## src/rtl/exp4_captura_pkg.sv

```systemverilog
// Shared types and constants for the play-capture block.
// Holds the FSM state enum, the db_estado display codes and the default debounce length.
// Optional feature macro used by the top: CAPTURA_UNICA_TECLA_EN (single-key-only capture).
package exp4_captura_pkg;

    typedef enum logic [2:0] {
        ST_INICIAL  = 3'd0,
        ST_ESPERA   = 3'd1,
        ST_FILTRO   = 3'd2,
        ST_REGISTRA = 3'd3,
        ST_SOLTA    = 3'd4
    } estado_t;

    localparam logic [3:0] DB_INICIAL  = 4'd0;
    localparam logic [3:0] DB_ESPERA   = 4'd1;
    localparam logic [3:0] DB_FILTRO   = 4'd2;
    localparam logic [3:0] DB_REGISTRA = 4'd3;
    localparam logic [3:0] DB_SOLTA    = 4'd4;

    localparam int DEBOUNCE_CICLOS_PADRAO = 50000;

    // True when more than one key is pressed at once (clearing the lowest set bit leaves something).
    function automatic logic mais_de_um_bit(input logic [3:0] v);
        return (v & (v - 4'd1)) != 4'd0;
    endfunction

endpackage

```

## src/rtl/exp4_sincronizador.sv

```systemverilog
// Two-flop synchronizer bringing asynchronous key inputs into the clock domain.
// Ports: clock, reset (async, active-high), d (raw input), q (synchronized output).
// Latency: two clock edges; no backpressure.
module exp4_sincronizador #(
    parameter int LARGURA = 4
) (
    input  logic               clock,
    input  logic               reset,
    input  logic [LARGURA-1:0] d,
    output logic [LARGURA-1:0] q
);

    logic [LARGURA-1:0] meta_q, meta_d;
    logic [LARGURA-1:0] sinc_q, sinc_d;

    always_comb begin
        meta_d = d;
        sinc_d = meta_q;
    end

    always_ff @(posedge clock or posedge reset) begin
        if (reset) begin
            meta_q <= '0;
            sinc_q <= '0;
        end else begin
            meta_q <= meta_d;
            sinc_q <= sinc_d;
        end
    end

    assign q = sinc_q;

endmodule

```

## src/rtl/exp4_captura_jogada.sv

```systemverilog
// Debounced capture of a player key pattern; emits a one-cycle jogada_feita with the registered pattern.
// Ports: clock, reset (async, active-high), chaves[3:0], habilita -> jogada[3:0], jogada_feita, db_estado[3:0].
// Latency: pulse in the cycle after edge k+2+DEBOUNCE_CICLOS; macro CAPTURA_UNICA_TECLA_EN rejects multi-key plays.
module exp4_captura_jogada
    import exp4_captura_pkg::*;
#(
    parameter int DEBOUNCE_CICLOS = DEBOUNCE_CICLOS_PADRAO
) (
    input  logic       clock,
    input  logic       reset,
    input  logic [3:0] chaves,
    input  logic       habilita,
    output logic [3:0] jogada,
    output logic       jogada_feita,
    output logic [3:0] db_estado
);

    // Counter only needs to reach DEBOUNCE_CICLOS-1; keep at least one bit for the degenerate case.
    localparam int CNT_W = (DEBOUNCE_CICLOS > 1) ? $clog2(DEBOUNCE_CICLOS) : 1;
    localparam logic [CNT_W-1:0] CNT_MAX = CNT_W'(DEBOUNCE_CICLOS - 1);

    logic [3:0]       sinc;
    estado_t          estado_q, estado_d;
    logic [CNT_W-1:0] cnt_q, cnt_d;
    logic [3:0]       candidato_q, candidato_d;
    logic [3:0]       jogada_q, jogada_d;

    exp4_sincronizador #(
        .LARGURA (4)
    ) u_sinc (
        .clock (clock),
        .reset (reset),
        .d     (chaves),
        .q     (sinc)
    );

    // State and datapath registers.
    always_ff @(posedge clock or posedge reset) begin
        if (reset) begin
            estado_q    <= ST_INICIAL;
            cnt_q       <= '0;
            candidato_q <= '0;
            jogada_q    <= '0;
        end else begin
            estado_q    <= estado_d;
            cnt_q       <= cnt_d;
            candidato_q <= candidato_d;
            jogada_q    <= jogada_d;
        end
    end

    // Next-state and datapath updates.
    always_comb begin
        estado_d    = estado_q;
        cnt_d       = cnt_q;
        candidato_d = candidato_q;
        jogada_d    = jogada_q;
        case (estado_q)
            ST_INICIAL: begin
                if (habilita) estado_d = ST_ESPERA;
            end
            ST_ESPERA: begin
                if (!habilita) begin
                    estado_d = ST_INICIAL;
                end else if (sinc != 4'd0) begin
                    estado_d    = ST_FILTRO;
                    candidato_d = sinc;
                    cnt_d       = '0;
                end
            end
            ST_FILTRO: begin
                if (!habilita) begin
                    estado_d = ST_INICIAL;
                end else if (sinc != candidato_q) begin
                    // Bounce or extra key: requalify from scratch.
                    estado_d = ST_ESPERA;
                end else if (cnt_q == CNT_MAX) begin
`ifdef CAPTURA_UNICA_TECLA_EN
                    if (mais_de_um_bit(candidato_q)) begin
                        // Chord rejected: wait for release without touching jogada.
                        estado_d = ST_SOLTA;
                        cnt_d    = '0;
                    end else begin
                        estado_d = ST_REGISTRA;
                        jogada_d = candidato_q;
                    end
`else
                    estado_d = ST_REGISTRA;
                    jogada_d = candidato_q;
`endif
                end else begin
                    cnt_d = cnt_q + CNT_W'(1);
                end
            end
            ST_REGISTRA: begin
                estado_d = ST_SOLTA;
                cnt_d    = '0;
            end
            ST_SOLTA: begin
                // Any key still down restarts the release window, so a held key fires only once.
                if (sinc != 4'd0) begin
                    cnt_d = '0;
                end else if (cnt_q == CNT_MAX) begin
                    estado_d = habilita ? ST_ESPERA : ST_INICIAL;
                end else begin
                    cnt_d = cnt_q + CNT_W'(1);
                end
            end
            default: begin
                estado_d = ST_INICIAL;
            end
        endcase
    end

    // Moore outputs.
    always_comb begin
        jogada_feita = 1'b0;
        db_estado    = DB_INICIAL;
        case (estado_q)
            ST_INICIAL:  db_estado = DB_INICIAL;
            ST_ESPERA:   db_estado = DB_ESPERA;
            ST_FILTRO:   db_estado = DB_FILTRO;
            ST_REGISTRA: begin
                db_estado    = DB_REGISTRA;
                jogada_feita = 1'b1;
            end
            ST_SOLTA:    db_estado = DB_SOLTA;
            default:     db_estado = DB_INICIAL;
        endcase
    end

    assign jogada = jogada_q;

endmodule
```

## config.mk

```make
export PLATFORM = sky130hd
export DESIGN_NAME = exp4_captura_jogada
export DESIGN_NICKNAME = d
export VERILOG_FILES = /design/src/rtl/exp4_captura_pkg.sv /design/src/rtl/exp4_sincronizador.sv /design/src/rtl/exp4_captura_jogada.sv
export SDC_FILE = /design/constraint.sdc
export NUM_CORES = 1
export LEC_CHECK = 0
export ABC_AREA = 0
export CAP_MARGIN = 10
export CORE_AREA = 3 3 76 49
export DETAILED_ROUTE_END_ITERATION = 16
export DIE_AREA = 0 0 79 52
export GPL_TIMING_DRIVEN = 0
export PLACE_DENSITY = 0.76
export SLEW_MARGIN = 20
export SYNTH_ARGS = -nofsm -noshare
export SYNTH_HDL_FRONTEND = slang
export SYNTH_HIERARCHICAL = 1
export SYNTH_SLANG_ARGS = --single-unit
```

## constraint.sdc

```tcl
create_clock -name clock -period 3.2 [get_ports clock]
set_input_delay 0.32 -clock clock [delete_from_list [all_inputs] [get_ports clock]]
set_output_delay 0.32 -clock clock [all_outputs]
set_load 0.02 [all_outputs]
```

# Word level (Yosys, flattened, before mapping)

Index checks and enable logic that the tools add are counted.

Bitwise operators: 1
Reductions and logical operators: 7
$add $sub $neg: 1
Muxes and demuxes: 19
Eq/ne operators: 15

Operator list:

| operator                | count |
|---|---|
| $mux W16                | 6 |
| $pmux W16 S4            | 1 |
| $mux W3                 | 8 |
| $add A16 B1 Y16 const B | 1 |
| $eq A16 B16 Y1 const B  | 1 |
| $pmux W3 S5             | 1 |
| $ne A2 B2 Y1 const B    | 7 |
| $pmux W3 S4             | 1 |
| $reduce_and A5 Y1       | 2 |
| $reduce_bool A4 Y1      | 2 |
| $eq A3 B2 Y1 const B    | 2 |
| $ne A4 B4 Y1            | 1 |
| $ne A4 B4 Y1 const B    | 1 |
| $reduce_and A4 Y1       | 1 |
| $eq A3 B1 Y1 const B    | 1 |
| $eq A3 B3 Y1 const B    | 1 |
| $logic_not A3 Y1        | 1 |
| $ne A3 B3 Y1 const B    | 1 |
| $reduce_and A3 Y1       | 1 |
| $mux W1                 | 2 |
| $not A1 Y1              | 1 |

Output and inout bits: 9
Logic and storage cells: 49
Register bits: 35
Bits of input ports: 7

# Logic depth before layout (Yosys ltp)

Word-level depth: 5
Gate-level depth with buffers: 8
Depth with buffers taken out: 6

# By module

The synthesis kept the hierarchy.

By module, submodules not included:

| module              | times used | area an instance (um^2) | cells each | sequential area each (um^2) |
|---|---|---|---|---|
| exp4_captura_jogada | 1          | 1519.0                  | 160        | 675.6 |
| exp4_sincronizador  | 1          | 203.9                   | 9          | 200.2 |

# Worst setup path before layout

No wires, ideal clock.

Path type: register to register
From: register estado_q[1]
To: register cnt_q[0]
Arrival: 2.195 ns
Path buffers: 2
Period minus slack after synthesis: 2.332 ns
Data required time: 3.064 ns
Cell stages (with the launch flop): 7
Path slack: 0.868 ns
Library setup time: 0.136 ns
Cells stage by stage: dfrtp_1 > nor3b_1 > and2_1 > or2_2 > clkbuf_1 > clkbuf_1 > a21oi_1

Cells in the longest elaborated chain, start to end: 3
Elaborated cells between the ends (all ways): 11
Those cells by class: 8 x eq/ne; 1 x mux; 2 x reduce/logical

Ends and longest elaborated chain:

| element                                                                    | line                      | RTL |
|---|---|---|
| from (decl)                                                                | exp4_captura_jogada.sv:23 | `estado_t estado_q, estado_d;` |
| from (signal assigned)                                                     | exp4_captura_jogada.sv:45 | `estado_q <= estado_d;` |
| $eq A3 B3 Y1 (tied with other cells)                                       | exp4_captura_jogada.sv:58 | `case (estado_q)` |
| $reduce_bool A4 Y1 (no source line) / $ne A2 B2 Y1 (equally long branches) | n/a                       |  |
| $reduce_and A5 Y1 (no source line)                                         | n/a                       |  |
| to (signal assigned)                                                       | exp4_captura_jogada.sv:46 | `cnt_q <= cnt_d;` |
| to (decl)                                                                  | exp4_captura_jogada.sv:24 | `logic [CNT_W-1:0] cnt_q, cnt_d;` |

Parallel ways exist; a longest one is shown, timed or not.
A chain may end at the register's enable or synchronous reset.

# Worst setup path after layout

From: register u_sinc.sinc_q[3], in the netlist u_sinc/q[3]
To: register cnt_q[11]

Cells in the longest elaborated chain, start to end: 3
Elaborated cells between the ends (all ways): 7
Those cells by class: 3 x eq/ne; 2 x mux; 2 x reduce/logical

Ends and longest elaborated chain:

| element                                                                   | line                                                                             | RTL |
|---|---|---|
| from (decl)                                                               | exp4_sincronizador.sv:14                                                         | `logic [LARGURA-1:0] sinc_q, sinc_d;` |
| from (signal assigned)                                                    | exp4_sincronizador.sv:27                                                         | `sinc_q <= sinc_d;` |
| $ne A4 B4 Y1 / $reduce_bool A4 Y1 (equally long branches)                 | exp4_captura_jogada.sv:74, exp4_captura_jogada.sv:65, exp4_captura_jogada.sv:101 |  |
| $ne A2 B2 Y1 (no source line) / $mux W16 (equally long branches)          | n/a                                                                              |  |
| $reduce_and A5 Y1 (no source line) / $pmux W16 S4 (equally long branches) | n/a                                                                              |  |

Parallel ways exist; a longest one is shown, timed or not.

==> impl_metrics.env <==
export IMPL_status="finished, final reports clean"
export IMPL_cts_tree="built"
export IMPL_multi_input_area_um2=800
export IMPL_worstReg2RegStart="u_sinc/q[3]$_DFF_PP0_"
export IMPL_post_cts_buffers=0
export IMPL_wire_per_inst_um=16.0
export IMPL_path_class="flop to flop"
export IMPL_hold_viol=0
export IMPL_critical_path_max_fanout=10
export IMPL_clock_sinks=35
export IMPL_start_kind="flop"
export IMPL_cts_root_buf="clkbuf_8"
export IMPL_top_layer="met4"
export IMPL_ys_async_sr_fraction_pct=100
export IMPL_fmax_mhz=368
export IMPL_endpoint_kind="flop"
export IMPL_met3WireLength_um=343
export IMPL_placed_cell_area_mm2=0.00192
export IMPL_antennaDiodeCount=0
export IMPL_critPathTopFamily="compound AO/OA/AOI/OAI gates"
export IMPL_syn_area_per_cell_um2=10.2
export IMPL_cts_max_path_buffers=2
export IMPL_worst_slew_margin_rel_pct=53.1
export IMPL_cpMaxStageDelayCell="a211oi_1"
export IMPL_regArea_um2=876
export IMPL_grt_setup_unrepaired="false"
export IMPL_ys_seq_elements=35
export IMPL_cts_buffers=5
export IMPL_ctsHoldBuffers=0
export IMPL_syn2layout_area_growth_pct=18.6
export IMPL_grt_pass1_wl_um=6530
export IMPL_seq_area_frac_synth_pct=50.8
export IMPL_wl_um=3770
export IMPL_core_mm2=0.00316
export IMPL_io_pins=16
export IMPL_clkTransAtPathRegs_ns=0.07
export IMPL_rows=16
export IMPL_clkLatencyLatePin_ns=0.29
export IMPL_m1WireLength_um=1720
export IMPL_synthDistinctLibCells=43
export IMPL_hp_class="input pin to asynchronous set/reset pin"
export IMPL_utilization_pct=64.6
export IMPL_crit_buf_inv=2
export IMPL_tightest_slew_ns=0.701
export IMPL_final_area_mm2=0.00204
export IMPL_ir_worst_vdd_uv=281
export IMPL_grt_overflow=0
export IMPL_drtAntennaViolNets=0
export IMPL_wl_met2_um=1640
export IMPL_synth_edf_count=0
export IMPL_nNetsFinal=198
export IMPL_portBuffers=14
export IMPL_period_share_pct=84.9
export IMPL_min_period_ns=2.72
export IMPL_maxSlewViolCount=0
export IMPL_slowest_delay_ns=0.47
export IMPL_p_leak_nw=0.826
export IMPL_grt_pass1_vias=1345
export IMPL_setup_viol=0
export IMPL_synth_main_ff_cell="dfrtp_1"
export IMPL_pre_cts_ws_ns=0.413
export IMPL_fin_tns_setup_ns=0
export IMPL_gp_congestion=0.859
export IMPL_grt_util_all_layers_pct=21.1
export IMPL_die_y_um=52
export IMPL_via_per_inst=6.11
export IMPL_worstPathCellList="o41a_1 -> o21a_1 -> a211oi_1 -> clkbuf_1 -> clkbuf_1 -> o21ai_0 -> a21oi_1"
export IMPL_drt_iter0_markers=128
export IMPL_netlist_area_mm2=0.00172
export IMPL_dr_pass1_iters=4
export IMPL_num_vias=1441
export IMPL_drc=0
export IMPL_cp_required_ns=3.41
export IMPL_power_total_mw=1.22
export IMPL_fp_dieW_um=79
export IMPL_start_util_pct=54.5
export IMPL_fin_hold_ws_ns=0.314
export IMPL_dp_cells=228
export IMPL_path_common_cell="clkbuf_1"
export IMPL_finClkSkew_ns=0.00375
export IMPL_antenna_found_initial=0
export IMPL_maxCapViolCount=0
export IMPL_cts_resized=0
export IMPL_crit_start="u_sinc/q[3]$_DFF_PP0_"
export IMPL_critPathArrivalTime_ns=2.93
export IMPL_grt_max_degree=28
export IMPL_dp_hpwl_um=2730
export IMPL_ys_warn_count=6
export IMPL_syn_num_nets=177
export IMPL_synth_cells=169
export IMPL_setup_slack_ns=0.483
export IMPL_fillers=278
export IMPL_cts_htree_levels=2
export IMPL_die_area_mm2=0.00411
export IMPL_p_per_area_mw_per_mm2=598
export IMPL_final_cells=236
export IMPL_final_layout_size_suffix_gt1_share_pct=11.5
## cell usage in the layout (no fill, tap or decap), types with 2 or more instances in the layout
master	Yosys	layout
or4b_1	2	2
dfrtp_1	35	35
nand4b_1	2	2
o31ai_1	7	7
clkdlybuf4s50_1	0	14
mux2_2	4	4
and3_1	4	4
nand4_1	5	5
or4_1	8	8
or3_1	7	7
inv_1	3	2
xnor2_1	4	4
nand3b_1	2	2
o21ai_0	8	8
nor2_1	3	3
a21oi_1	16	16
nor4_1	2	2
nand2_1	19	19
and2_1	2	2
clkbuf_1	5	5
clkbuf_8	0	6
nor2b_1	3	3
nand3_1	6	6
## cell type report
cell class,instances,area share (%)
Clock buffer,6,4.04
Timing Repair Buffer,14,6.86
Buffer,8,2.08
Sequential cell,35,42.9
Tap cell,45,2.76
Multi-Input combinational cell,123,39.1
Inverter,3,0.551
Clock inverter,2,1.71
## logic make-up after synthesis
| kind of cell | after synthesis | share of synthesized area [%] |
|---|---|---|
| compound gates | 40 | 15.4 |
| flops | 35 | 50.8 |
| other cells | 1 | 0.218 |
| xor+xnor | 4 | 2.03 |
| simple gates | 73 | 25.1 |
| mux | 4 | 2.61 |
| buf+inv | 11 | 3.12 |
| fa+ha+maj | 1 | 0.726 |
## worst reg2reg max path, stage by stage, from the launching register on
cell      delay, ns
dfrtp_1        0.42
o41a_1         0.46
o21a_1         0.19
a211oi_1       0.47
clkbuf_1       0.38
clkbuf_1       0.38
o21ai_0        0.18
a21oi_1        0.17
## per-layer routing
layer	global-route usage (%)	vias to the layer above
met5	0	-
met4	7.71	0
met3	5.88	8
met2	32.0	63
met1	29.2	695
li1	-	675
## final timing paths
| check | endpoint | cells past startpoint | slack [ns] |
|---|---|---|---|
| worst max-delay path | cnt_q[11]$_DFFE_PP0P_ | 7 | 0.48 |
| worst min-delay path | u_sinc/q[3]$_DFF_PP0_ | 2 | 0.31 |
| worst max register to register | cnt_q[11]$_DFFE_PP0P_ | 7 | 0.48 |
| worst min register to register | u_sinc/q[0]$_DFF_PP0_ | 0 | 0.36 |
| max in group asynchronous | cnt_q[9]$_DFFE_PP0P_ | 2 | 2.39 |
| min in group clock | u_sinc/q[0]$_DFF_PP0_ | 0 | 0.36 |
## flip-flops by register name, indices dropped and copies added, names as in the netlist
| name | flops |
|---|---|
| candidato_q | 4 |
| u_sinc/meta_q | 4 |
| u_sinc/q | 4 |
| jogada | 4 |
| cnt_q | 16 |
| estado_q | 3 |
## where the power goes
group          switching, mW  internal [mW]  total (mW)
registers             0.0550          0.493       0.548
clock network          0.159          0.252       0.411
logic                  0.153          0.110       0.263
total                  0.367          0.855        1.22
## synth_stat cells, drive strengths merged (2+ instances only)
| library cell | number | area share (%) |
|---|---|---|
| or4 | 9 | 4.1 |
| or4b | 3 | 1.7 |
| nor2 | 4 | 1.0 |
| clkbuf | 5 | 1.1 |
| xnor2 | 4 | 2.0 |
| nor4 | 2 | 0.73 |
| nand4 | 5 | 1.8 |
| mux2 | 4 | 2.6 |
| or3 | 7 | 2.5 |
| and2 | 2 | 0.73 |
| and3 | 4 | 1.5 |
| o21ai | 9 | 2.6 |
| a2111oi | 2 | 2.1 |
| o31ai | 7 | 3.1 |
| nand4b | 2 | 1.0 |
| nand2 | 19 | 4.1 |
| buf | 3 | 1.4 |
| nand3b | 2 | 0.87 |
| inv | 3 | 0.65 |
| dfrtp | 35 | 51 |
| a21oi | 16 | 4.6 |
| nand3 | 6 | 1.7 |
| nor2b | 3 | 1.1 |
Note: power is estimated with default switching activity, not from simulation.
